**src/rtl/sap_controller_sequencer.sv**
```systemverilog
// SAP-1 style controller/sequencer: a one-hot six-state ring counter (T1..T6)
// that decodes the instruction opcode into a combinational control word.
// Optional feature macro: SAP_JUMP_EN adds JMP (opcode 0011, Ei+J in T4).
// With the macro undefined, 0011 behaves as a NOP and pc_jump is tied low.
module sap_controller_sequencer (
  input  logic       clk,
  input  logic       reset,
  input  logic [3:0] opcode,
  input  logic       step_enable,
  output logic       pc_output_enable,
  output logic       pc_counter_enable,
  output logic       pc_jump,
  output logic       mar_load,
  output logic       ram_output_enable,
  output logic       ir_load,
  output logic       ir_output_enable,
  output logic       a_load,
  output logic       a_output_enable,
  output logic       b_load,
  output logic       alu_sub,
  output logic       alu_output_enable,
  output logic       out_load,
  output logic [5:0] t_state,
  output logic       halted
);

  // The state encoding is the ring value itself; the halted state is all-zero.
  typedef enum logic [5:0] {
    ST_HALT = 6'b000000,
    ST_T1   = 6'b000001,
    ST_T2   = 6'b000010,
    ST_T3   = 6'b000100,
    ST_T4   = 6'b001000,
    ST_T5   = 6'b010000,
    ST_T6   = 6'b100000
  } state_t;

  typedef enum logic [3:0] {
    OP_LDA = 4'b0000,
    OP_ADD = 4'b0001,
    OP_SUB = 4'b0010,
    OP_JMP = 4'b0011,
    OP_OUT = 4'b1110,
    OP_HLT = 4'b1111
  } opcode_t;

  state_t  state_q;
  state_t  state_d;
  opcode_t op;

  assign op      = opcode_t'(opcode);
  assign t_state = state_q;
  assign halted  = (state_q == ST_HALT);

  // Ring counter register; reset forces T1 immediately.
  always_ff @(posedge clk or posedge reset) begin
    if (reset) begin
      state_q <= ST_T1;
    end else begin
      state_q <= state_d;
    end
  end

  // Next ring state: advance when enabled, divert to the halted state when
  // HLT is in T4, and stay halted until reset.
  always_comb begin
    state_d = state_q;
    if (state_q != ST_HALT && step_enable) begin
      case (state_q)
        ST_T1:   state_d = ST_T2;
        ST_T2:   state_d = ST_T3;
        ST_T3:   state_d = ST_T4;
        ST_T4:   state_d = (op == OP_HLT) ? ST_HALT : ST_T5;
        ST_T5:   state_d = ST_T6;
        ST_T6:   state_d = ST_T1;
        default: state_d = ST_T1;
      endcase
    end
  end

  // Control word decode from the current T-state and opcode.
  always_comb begin
    pc_output_enable  = 1'b0;
    pc_counter_enable = 1'b0;
    mar_load          = 1'b0;
    ram_output_enable = 1'b0;
    ir_load           = 1'b0;
    ir_output_enable  = 1'b0;
    a_load            = 1'b0;
    a_output_enable   = 1'b0;
    b_load            = 1'b0;
    alu_sub           = 1'b0;
    alu_output_enable = 1'b0;
    out_load          = 1'b0;
`ifdef SAP_JUMP_EN
    pc_jump           = 1'b0;
`endif
    case (state_q)
      ST_T1: begin
        pc_output_enable = 1'b1;
        mar_load         = 1'b1;
      end
      ST_T2: begin
        pc_counter_enable = 1'b1;
      end
      ST_T3: begin
        ram_output_enable = 1'b1;
        ir_load           = 1'b1;
      end
      ST_T4: begin
        case (op)
          OP_LDA, OP_ADD, OP_SUB: begin
            ir_output_enable = 1'b1;
            mar_load         = 1'b1;
          end
          OP_OUT: begin
            a_output_enable = 1'b1;
            out_load        = 1'b1;
          end
`ifdef SAP_JUMP_EN
          OP_JMP: begin
            ir_output_enable = 1'b1;
            pc_jump          = 1'b1;
          end
`endif
          default: ;
        endcase
      end
      ST_T5: begin
        case (op)
          OP_LDA: begin
            ram_output_enable = 1'b1;
            a_load            = 1'b1;
          end
          OP_ADD, OP_SUB: begin
            ram_output_enable = 1'b1;
            b_load            = 1'b1;
            // Subtract is selected a state early so the ALU output has
            // settled before it is driven onto the bus in T6.
            alu_sub           = (op == OP_SUB);
          end
          default: ;
        endcase
      end
      ST_T6: begin
        case (op)
          OP_ADD, OP_SUB: begin
            alu_output_enable = 1'b1;
            a_load            = 1'b1;
            alu_sub           = (op == OP_SUB);
          end
          default: ;
        endcase
      end
      default: ;
    endcase
  end

`ifndef SAP_JUMP_EN
  assign pc_jump = 1'b0;
`endif

endmodule
```
**config.mk**
```make
export PLATFORM = sky130hd
export DESIGN_NAME = sap_controller_sequencer
export DESIGN_NICKNAME = d
export VERILOG_FILES = /design/src/rtl/sap_controller_sequencer.sv
export SDC_FILE = /design/constraint.sdc
export NUM_CORES = 1
export LEC_CHECK = 0
export ABC_AREA = 1
export CORE_AREA = 5 5 42 44
export CTS_CLUSTER_DIAMETER = 30
export DETAILED_ROUTE_END_ITERATION = 10
export DIE_AREA = 0 0 47 49
export DONT_BUFFER_PORTS = 1
export HOLD_SLACK_MARGIN = 0.05
export PLACE_DENSITY = 0.6
export SETUP_SLACK_MARGIN = 0.2
export SYNTH_ARGS = -nofsm -noshare
export SYNTH_HDL_FRONTEND = slang
export SYNTH_SLANG_ARGS = --single-unit
```
**constraint.sdc**
```tcl
create_clock -name clk -period 1.55 [get_ports clk]
set_input_delay 0.2325 -clock clk [delete_from_list [all_inputs] [get_ports clk]]
set_output_delay 0.2325 -clock clk [all_outputs]
set_load 0.05 [all_outputs]
```
==> metrics.csv, run 1 <==
stage;metric;value;unit
run_status;status;complete, but fails checks;
run_status;violations;setup timing;
critical_path;path_buf_inv;2;
critical_path;worstPathCellList;nor2_4 > buf_6 > nand3_4 > o21ai_4 > buf_12;
pwr;internal_power;0.941;mW
sta;setup_violations;17;
cts;htree_levels;1;
route;antenna_left;0;
cts;cts_sinks;6;
critical_path;r2r_start;t_state[0]$_DFFE_PP1P_;
synthesis;syn_avg_cell_area;6.68;um2
final_layout;diodes;0;
synthesis;syn_area;494;um2
floorplanning;die_y;49;um
min_path;holdCritPathClass;primary input to flip-flop;
critical_path;end_kind;primary output;
route;routed_wl;1830;um
pwr;pwr-share-comb;77.4;%
final_layout;area_growth;111;%
pwr;clockPowerShare;8.2;%
floorplanning;fp.dieW;47;um
sta;drv_slew;0;
synthesis;ys_types;18;
synthesis;synth_nets;81;
sta;setup_ws;-0.178;ns
critical_path;cp_max_fo;4;
global_route;overflow;0;
synthesis;synth-seq-cells;6;
pwr;peakVddDrop;1.57;mV
synthesis;synthCells;74;
route;drt-pass1-iter-count;4;
synthesis;yosysSeqAreaShare;30.6;%
synthesis;yosys.area.top_type;dfrtp_1;
critical_path;max_stage_delay;0.48;ns
sta;rsz0062_at_grt;yes;
synthesis;synthArstFlopShare;100;%
floorplanning;core.rowCount;14;
critical_path;start_kind;flip-flop;
final_layout;utilization;74.4;%
global_route;antenna_found_initial;0;
route;vias_per_cell;5.14;
synthesis;yosys-top-cells-count;13 x nand2_1, 13 x nor2_1, 12 x inv_1, 6 x nand3_1, 6 x o21ai_0;
placement;hpwl;1300;um
pwr;switchingPower;1.15;mW
placement;gp_congestion;0.733;
global_route;grt_first_pass_wirelength;3020;um
sta;clock.fmax;579;MHz
route;remaining_drc_errors;0;
floorplanning;ioPinCount;27;
critical_path;cp_data_arrival_time;1.50;ns
sta;finalHoldViolCount;0;
final_layout;num-nets-final;113;
route;wire_per_inst;15.1;um
floorplanning;die_area;0.00230;mm2
final_layout;final_cell_area;0.00104;mm2
global_route;first_global_vias;658;
critical_path;cp_slowest_cell;dfstp_4;
cts;cts-buffers-inserted;3;
cts;insertion_delay;0.25;ns
job;maxCapViolations;0;
critical_path;critical_path.top_delay_family;flip-flops;
sta;period_share;111;%
critical_path;critPathKind;flip-flop to primary output;
cts;cts_root_buf;clkbuf_4;
pwr;power.total;2.09;mW
cts;cts_buffer_depth;2;
min_path;hold_start;step_enable;
global_route;grt_max_degree;8;
pwr;power_density;2010;mW/mm2
synthesis;synth_edf_count;0;
final_layout;layout.cells.non_filler;121;
final_layout;drive_gt1_share;62.9;%
critical_path;required;1.32;ns
placement;place_ws;0.0501;ns
synthesis;yosys_warnings;0;
cts;clk_pin_slew;0.06;ns
floorplanning;fp.coreArea;0.00140;mm2
route;first_iter_violations;6;
placement;place_area;886;um2
cts;cts_tree;yes;
pwr;p_sw_share;55.0;%
pwr;pwr-share-seq;14.5;%
pwr;leakage;0.450;nW
synthesis;synth_flop_cell;dfrtp_1;
critical_path;startpoint;t_state[0]$_DFFE_PP1P_;
sta;finClkSkew;0.00233;ns
placement;port-buffer-count;0;
synthesis;synth.area.top_cells;dfrtp_1 25%, nand2_1 9.9%, nor2_1 9.9%, inv_1 9.1%, nor2_4 6.8%;
placement;dp_cells;109;
floorplanning;start_util;35.3;%
final_layout;largest_register_ffs;6;
sta;fin_crit;1.73;ns
global_route;grt_usage;18.5;%
route;vias;622;
synthesis;synth_top_cell_area_share;25.3;%
## metrics by stage
| stage | TNS (ns) | hold slack, ns |
|---|---|---|
| 5_1_grt | -3.36 | 0.189 |
| 4_1_cts | -1.56 | 0.152 |
| 6_report | -2.08 | 0.171 |
| 3_5_place_dp | 0 | 0.0681 |
| 2_1_floorplan | -0.460 | 0.0228 |
| 3_3_place_gp | 0 | 0.0621 |
## cells in the final DEF, fill, tap and decap left out, types with 2 or more instances in the layout
master    count
inv_2         2
nor2_4        8
o21ai_2       2
buf_12       10
nand4_1       3
nand2_2       2
dfrtp_2       5
nor2_1        4
clkbuf_4      3
buf_6         4
nor2_2        4
nand3_4       3
nand2_1      11
inv_1        11
buf_4        14
nand3_1       3
o21ai_0       3
o21ai_4       3
## worst reg2reg max path: stages (launching register included)
cell and delay (ns):
dfstp_4 0.48, nor2_4 0.17, buf_6 0.13, buf_4 0.11, nand2_4 0.06, buf_4 0.14, o21ai_4 0.23, inv_2 0.10
nand2_2 0.09, o21ai_2 0.05
## worst paths after layout
path | slack, ns | endpoint | depth (start not counted)
hold / removal | 0.17 | t_state[4]$_DFFE_PP0P_ | 3
setup / recovery | -0.18 | mar_load | 5
hold reg to reg | 0.58 | t_state[3]$_DFFE_PP0P_ | 2
max in group asynchronous | 0.95 | t_state[0]$_DFFE_PP1P_ | 2
setup reg to reg | -0.10 | t_state[2]$_DFFE_PP0P_ | 9
min in group asynchronous | 0.34 | t_state[2]$_DFFE_PP0P_ | 2
## what timing repair did
action | CTS | global route
hold buffers | 1 | 0
endpoints found under the hold margin | 6 | 0
resized for setup | 10 | 6
pin swaps | 4 | 10
setup buffers | 2 | 5
endpoints found under the setup margin | 16 | 19
## power groups by stage
stage | Sequential (mW) | Combinational, mW | Clock [mW]
CTS | 0.301 | 1.41 | 0.178
global placement | 0.297 | 1.28 | 0
finish | 0.303 | 1.62 | 0.171
global route | 0.311 | 1.72 | 0.174
floorplan | 0.453 | 0.743 | 0
detailed placement | 0.301 | 1.29 | 0
## cell families (layout without fill, tap and decap cells)
family | count (synthesis) | after routing | share of synthesized area (%)
other | 1 | 1 | 0.759
buffers and inverters | 16 | 47 | 13.7
AND/OR/NAND/NOR | 40 | 40 | 39.7
flip-flops | 6 | 6 | 30.6
AO/OA/AOI/OAI | 11 | 11 | 15.2
## layer usage
layer / part of all wire, % / vias up / wire length [um] / GRT usage [%]
li1: - / 296 / - / -
met2: 59 / 22 / 1080 / 31.7
met4: 2.6 / 0 / 47 / 13.4
met5: 0 / - / 0 / 0
met3: 5.9 / 6 / 107 / 4.43
met1: 33 / 298 / 597 / 17.9
## final cells by class
cell class / instances / area (um2)
Clock buffer: 4 / 26.3
Sequential cell: 6 / 161
Tap cell: 16 / 20.0
Fill cell: 102 / 359
Multi-Input combinational cell: 52 / 418
Timing Repair Buffer: 29 / 360
Inverter: 14 / 56.3
Power figures use the tool's default switching activity.
==> inputs of run 2 (changes only) <==
--- a/config.mk
+++ b/config.mk
@@ -6,6 +6,7 @@
 export NUM_CORES = 1
 export LEC_CHECK = 0
 export ABC_AREA = 1
+export CAP_MARGIN = 20
 export CORE_AREA = 5 5 42 44
 export CTS_CLUSTER_DIAMETER = 30
 export DETAILED_ROUTE_END_ITERATION = 10
@@ -13,7 +14,6 @@
 export DONT_BUFFER_PORTS = 1
 export HOLD_SLACK_MARGIN = 0.05
 export PLACE_DENSITY = 0.6
-export SETUP_SLACK_MARGIN = 0.2
 export SYNTH_ARGS = -nofsm -noshare
 export SYNTH_HDL_FRONTEND = slang
 export SYNTH_SLANG_ARGS = --single-unit
==> run 2 against run 1 <==
Net effect: the flow still finishes with violations (setup timing); count of clock-buffer cells in the layout stayed put; register-to-register slack better by 0.19 ns; power increased by 4.9%; die area did not move; clock skew shrank 0.0015 ns; combinational power rose by 7%; final cell count is 4.1% higher; worst setup slack better by 0.024 ns; critical endpoint is now a_load; largest cell class unchanged.
==> metrics.csv, run 2 (synthesis results as in run 1) <==
stage;metric;value;unit;change
run_status;status;complete, but fails checks;;
run_status;violations;setup timing;;
sta;tns;-1.17;ns;+0.909 ns
floorplanning;start_util;35.3;%;unchanged
final_layout;final_common_cell;buf_4;;
min_path;min_to;t_state[4]$_DFFE_PP0P_;;
min_path;min_delay_path_depth;3;;unchanged
critical_path;timing.rr.end;t_state[0]$_DFFE_PP1P_;;
critical_path;cp_max_fo;5;;+1
sta;fin_crit;1.70;ns;-0.0244 ns
sta;finClkSkew;0.000789;ns;-0.00154 ns
critical_path;max_stage_delay;0.42;ns;-0.06 ns
final_layout;final_cell_mix;15 x buf_4, 12 x nand2_1, 11 x buf_12;;
global_route;overflow;0;;unchanged
route;first_iter_violations;8;;+2
final_layout;largest_register_ffs;6;;unchanged
placement;place_ws;0.0753;ns;+0.0252 ns
critical_path;r2r_slack;0.09;ns;+0.19 ns
cts;cts-buffers-inserted;3;;unchanged
sta;setup_violations;13;;-4
cts;cts_buffer_depth;2;;unchanged
floorplanning;fp.dieW;47;um;unchanged
cts;cts_sinks;6;;unchanged
placement;port-buffer-count;0;;unchanged
critical_path;r2r_start;t_state[0]$_DFFE_PP1P_;;
cts;cts_root_buf;clkbuf_4;;
route;remaining_drc_errors;0;;unchanged
route;routed_wl;1740;um;-4.8%
sta;finalHoldViolCount;0;;unchanged
final_layout;num-nets-final;118;;+4.4%
critical_path;cp_slowest_cell;dfrtp_2;;
critical_path;start_kind;flip-flop;;
route;vias_per_cell;5.04;;-2.0%
sta;setup_ws;-0.154;ns;+0.0244 ns
floorplanning;ioPinCount;27;;unchanged
global_route;antenna_found_initial;0;;unchanged
route;wire_per_inst;13.8;um;-8.6%
route;vias;635;;+2.1%
sta;rsz0062_at_grt;yes;;
min_path;holdCritPathClass;primary input to flip-flop;;
pwr;peakVddDrop;1.26;mV;-20%
cts;htree_levels;1;;unchanged
placement;gp_congestion;0.743;;+1.5%
critical_path;worstPathCellList;nor2_4 > buf_6 > nand3_4 > o22ai_4 > buf_12;;
critical_path;required;1.32;ns;about the same
min_path;hold_start;step_enable;;
final_layout;fill_cells;88;;-14%
floorplanning;fp.coreArea;0.00140;mm2;unchanged
placement;dp_cells;109;;unchanged
floorplanning;die_area;0.00230;mm2;unchanged
pwr;power.total;2.20;mW;+4.9%
job;maxCapViolations;0;;unchanged
global_route;grt_max_degree;8;;unchanged
pwr;power_density;1970;mW/mm2;-1.7%
critical_path;cp_data_arrival_time;1.47;ns;-0.03 ns
final_layout;layout.cells.non_filler;126;;+4.1%
cts;cts_tree;yes;;
critical_path;end_kind;primary output;;
global_route;grt_first_pass_wirelength;3100;um;+2.8%
sta;timing.hold.ws;0.158;ns;-0.0137 ns
global_route;first_global_vias;648;;-1.5%
cts;insertion_delay;0.25;ns;about the same
cts;clk_pin_slew;0.05;ns;about the same
sta;period_share;110;%;-1.6 points
sta;clock.fmax;587;MHz;+1.4%
route;drt-pass1-iter-count;4;;unchanged
global_route;grt_usage;18.6;%;+0.11 points
floorplanning;core.rowCount;14;;unchanged
route;antenna_left;0;;unchanged
final_layout;diodes;0;;unchanged
final_layout;drive_gt1_share;65.5;%;+2.6 points
floorplanning;die_y;49;um;unchanged
placement;hpwl;1230;um;-5.5%
sta;drv_slew;0;;unchanged
critical_path;reg2reg_depth;9;;unchanged
critical_path;critPathKind;flip-flop to primary output;;
pwr;leakage;0.476;nW;+5.8%
final_layout;area_growth;125;%;
## run 2: cell count changes in the layout (fill, tap and decap cells not counted), moves of 2 or more
cell | before | now
buf_6 | 4 | 7
inv_1 | 11 | 9
inv_2 | 2 | 4
nor2_2 | 4 | 2
## run 2: report_power, final
part           switching, mW  total, mW  internal, mW  leakage (nW)
Combinational           1.04       1.74         0.697         0.391
Clock                 0.0708      0.169        0.0985        0.0150
Sequential            0.0655      0.285         0.219        0.0709
## run 2: area by class of cell
type	count	area (um2)	area share [%]
tap	16	20.0	1.80
timing repair buffer	34	422	37.9
multi-input combinational	52	430	38.7
clock buffer	4	26.3	2.36
inverter	14	56.3	5.06
sequential	6	158	14.2
## run 2: worst max path at each step
| stage | from | to | slack [ns] | cells after the start |
|---|---|---|---|---|
| CTS | t_state[2]$_DFFE_PP0P_ | a_load | -0.13 | 5 |
| global placement | t_state[1]$_DFFE_PP0P_ | a_load | 0.1 | 4 |
| floorplan | t_state[2]$_DFFE_PP0P_ | alu_sub | -0.11 | 3 |
| detailed placement | t_state[1]$_DFFE_PP0P_ | a_load | 0.08 | 4 |
| finish | t_state[1]$_DFFE_PP0P_ | a_load | -0.15 | 5 |
| global route | t_state[3]$_DFFE_PP0P_ | a_load | -0.21 | 5 |
## run 2: timing repair
| action | 4_1_cts | 5_1_grt |
|---|---|---|
| pin swaps | 10 | 6 |
| setup buffers | 11 | 1 |
| hold buffers | 1 | 0 |
| hold endpoints to repair | 6 | 0 |
| setup endpoints to repair | 13 | 13 |
| gates resized for setup | 20 | 2 |
## run 2: per-layer routing
metal / up-vias / share of wire, % / GRT usage [%]
li1: 306 / - / -
met1: 304 / 39 / 22.4
met2: 19 / 52 / 27.8
met3: 6 / 5.9 / 4.80
met4: 0 / 3.5 / 12.0
met5: - / 0 / 0
## run 2: worst max-delay path: cells and delay by family (launching register included)
family          cells  cell delay [ns]
buf+inv             2             0.31
flops               1             0.42
compound gates      1             0.20
simple gates        2             0.29
## run 2: through the flow
step                area (um2)  utilization [%]
floorplan                  593                -
global placement           890             63.5
detailed placement         890             63.5
CTS                       1090             78.0
global route              1110             79.4
finish                    1110             79.4
==> inputs of run 3 (changes only) <==
--- a/config.mk
+++ b/config.mk
@@ -8,7 +8,7 @@
 export ABC_AREA = 1
 export CAP_MARGIN = 20
 export CORE_AREA = 5 5 42 44
-export CTS_CLUSTER_DIAMETER = 30
+export CTS_CLUSTER_DIAMETER = 40
 export DETAILED_ROUTE_END_ITERATION = 10
 export DIE_AREA = 0 0 47 49
 export DONT_BUFFER_PORTS = 1
==> results of run 3 <==
The final DEF is identical to that of run 2; final timing and power are the same.
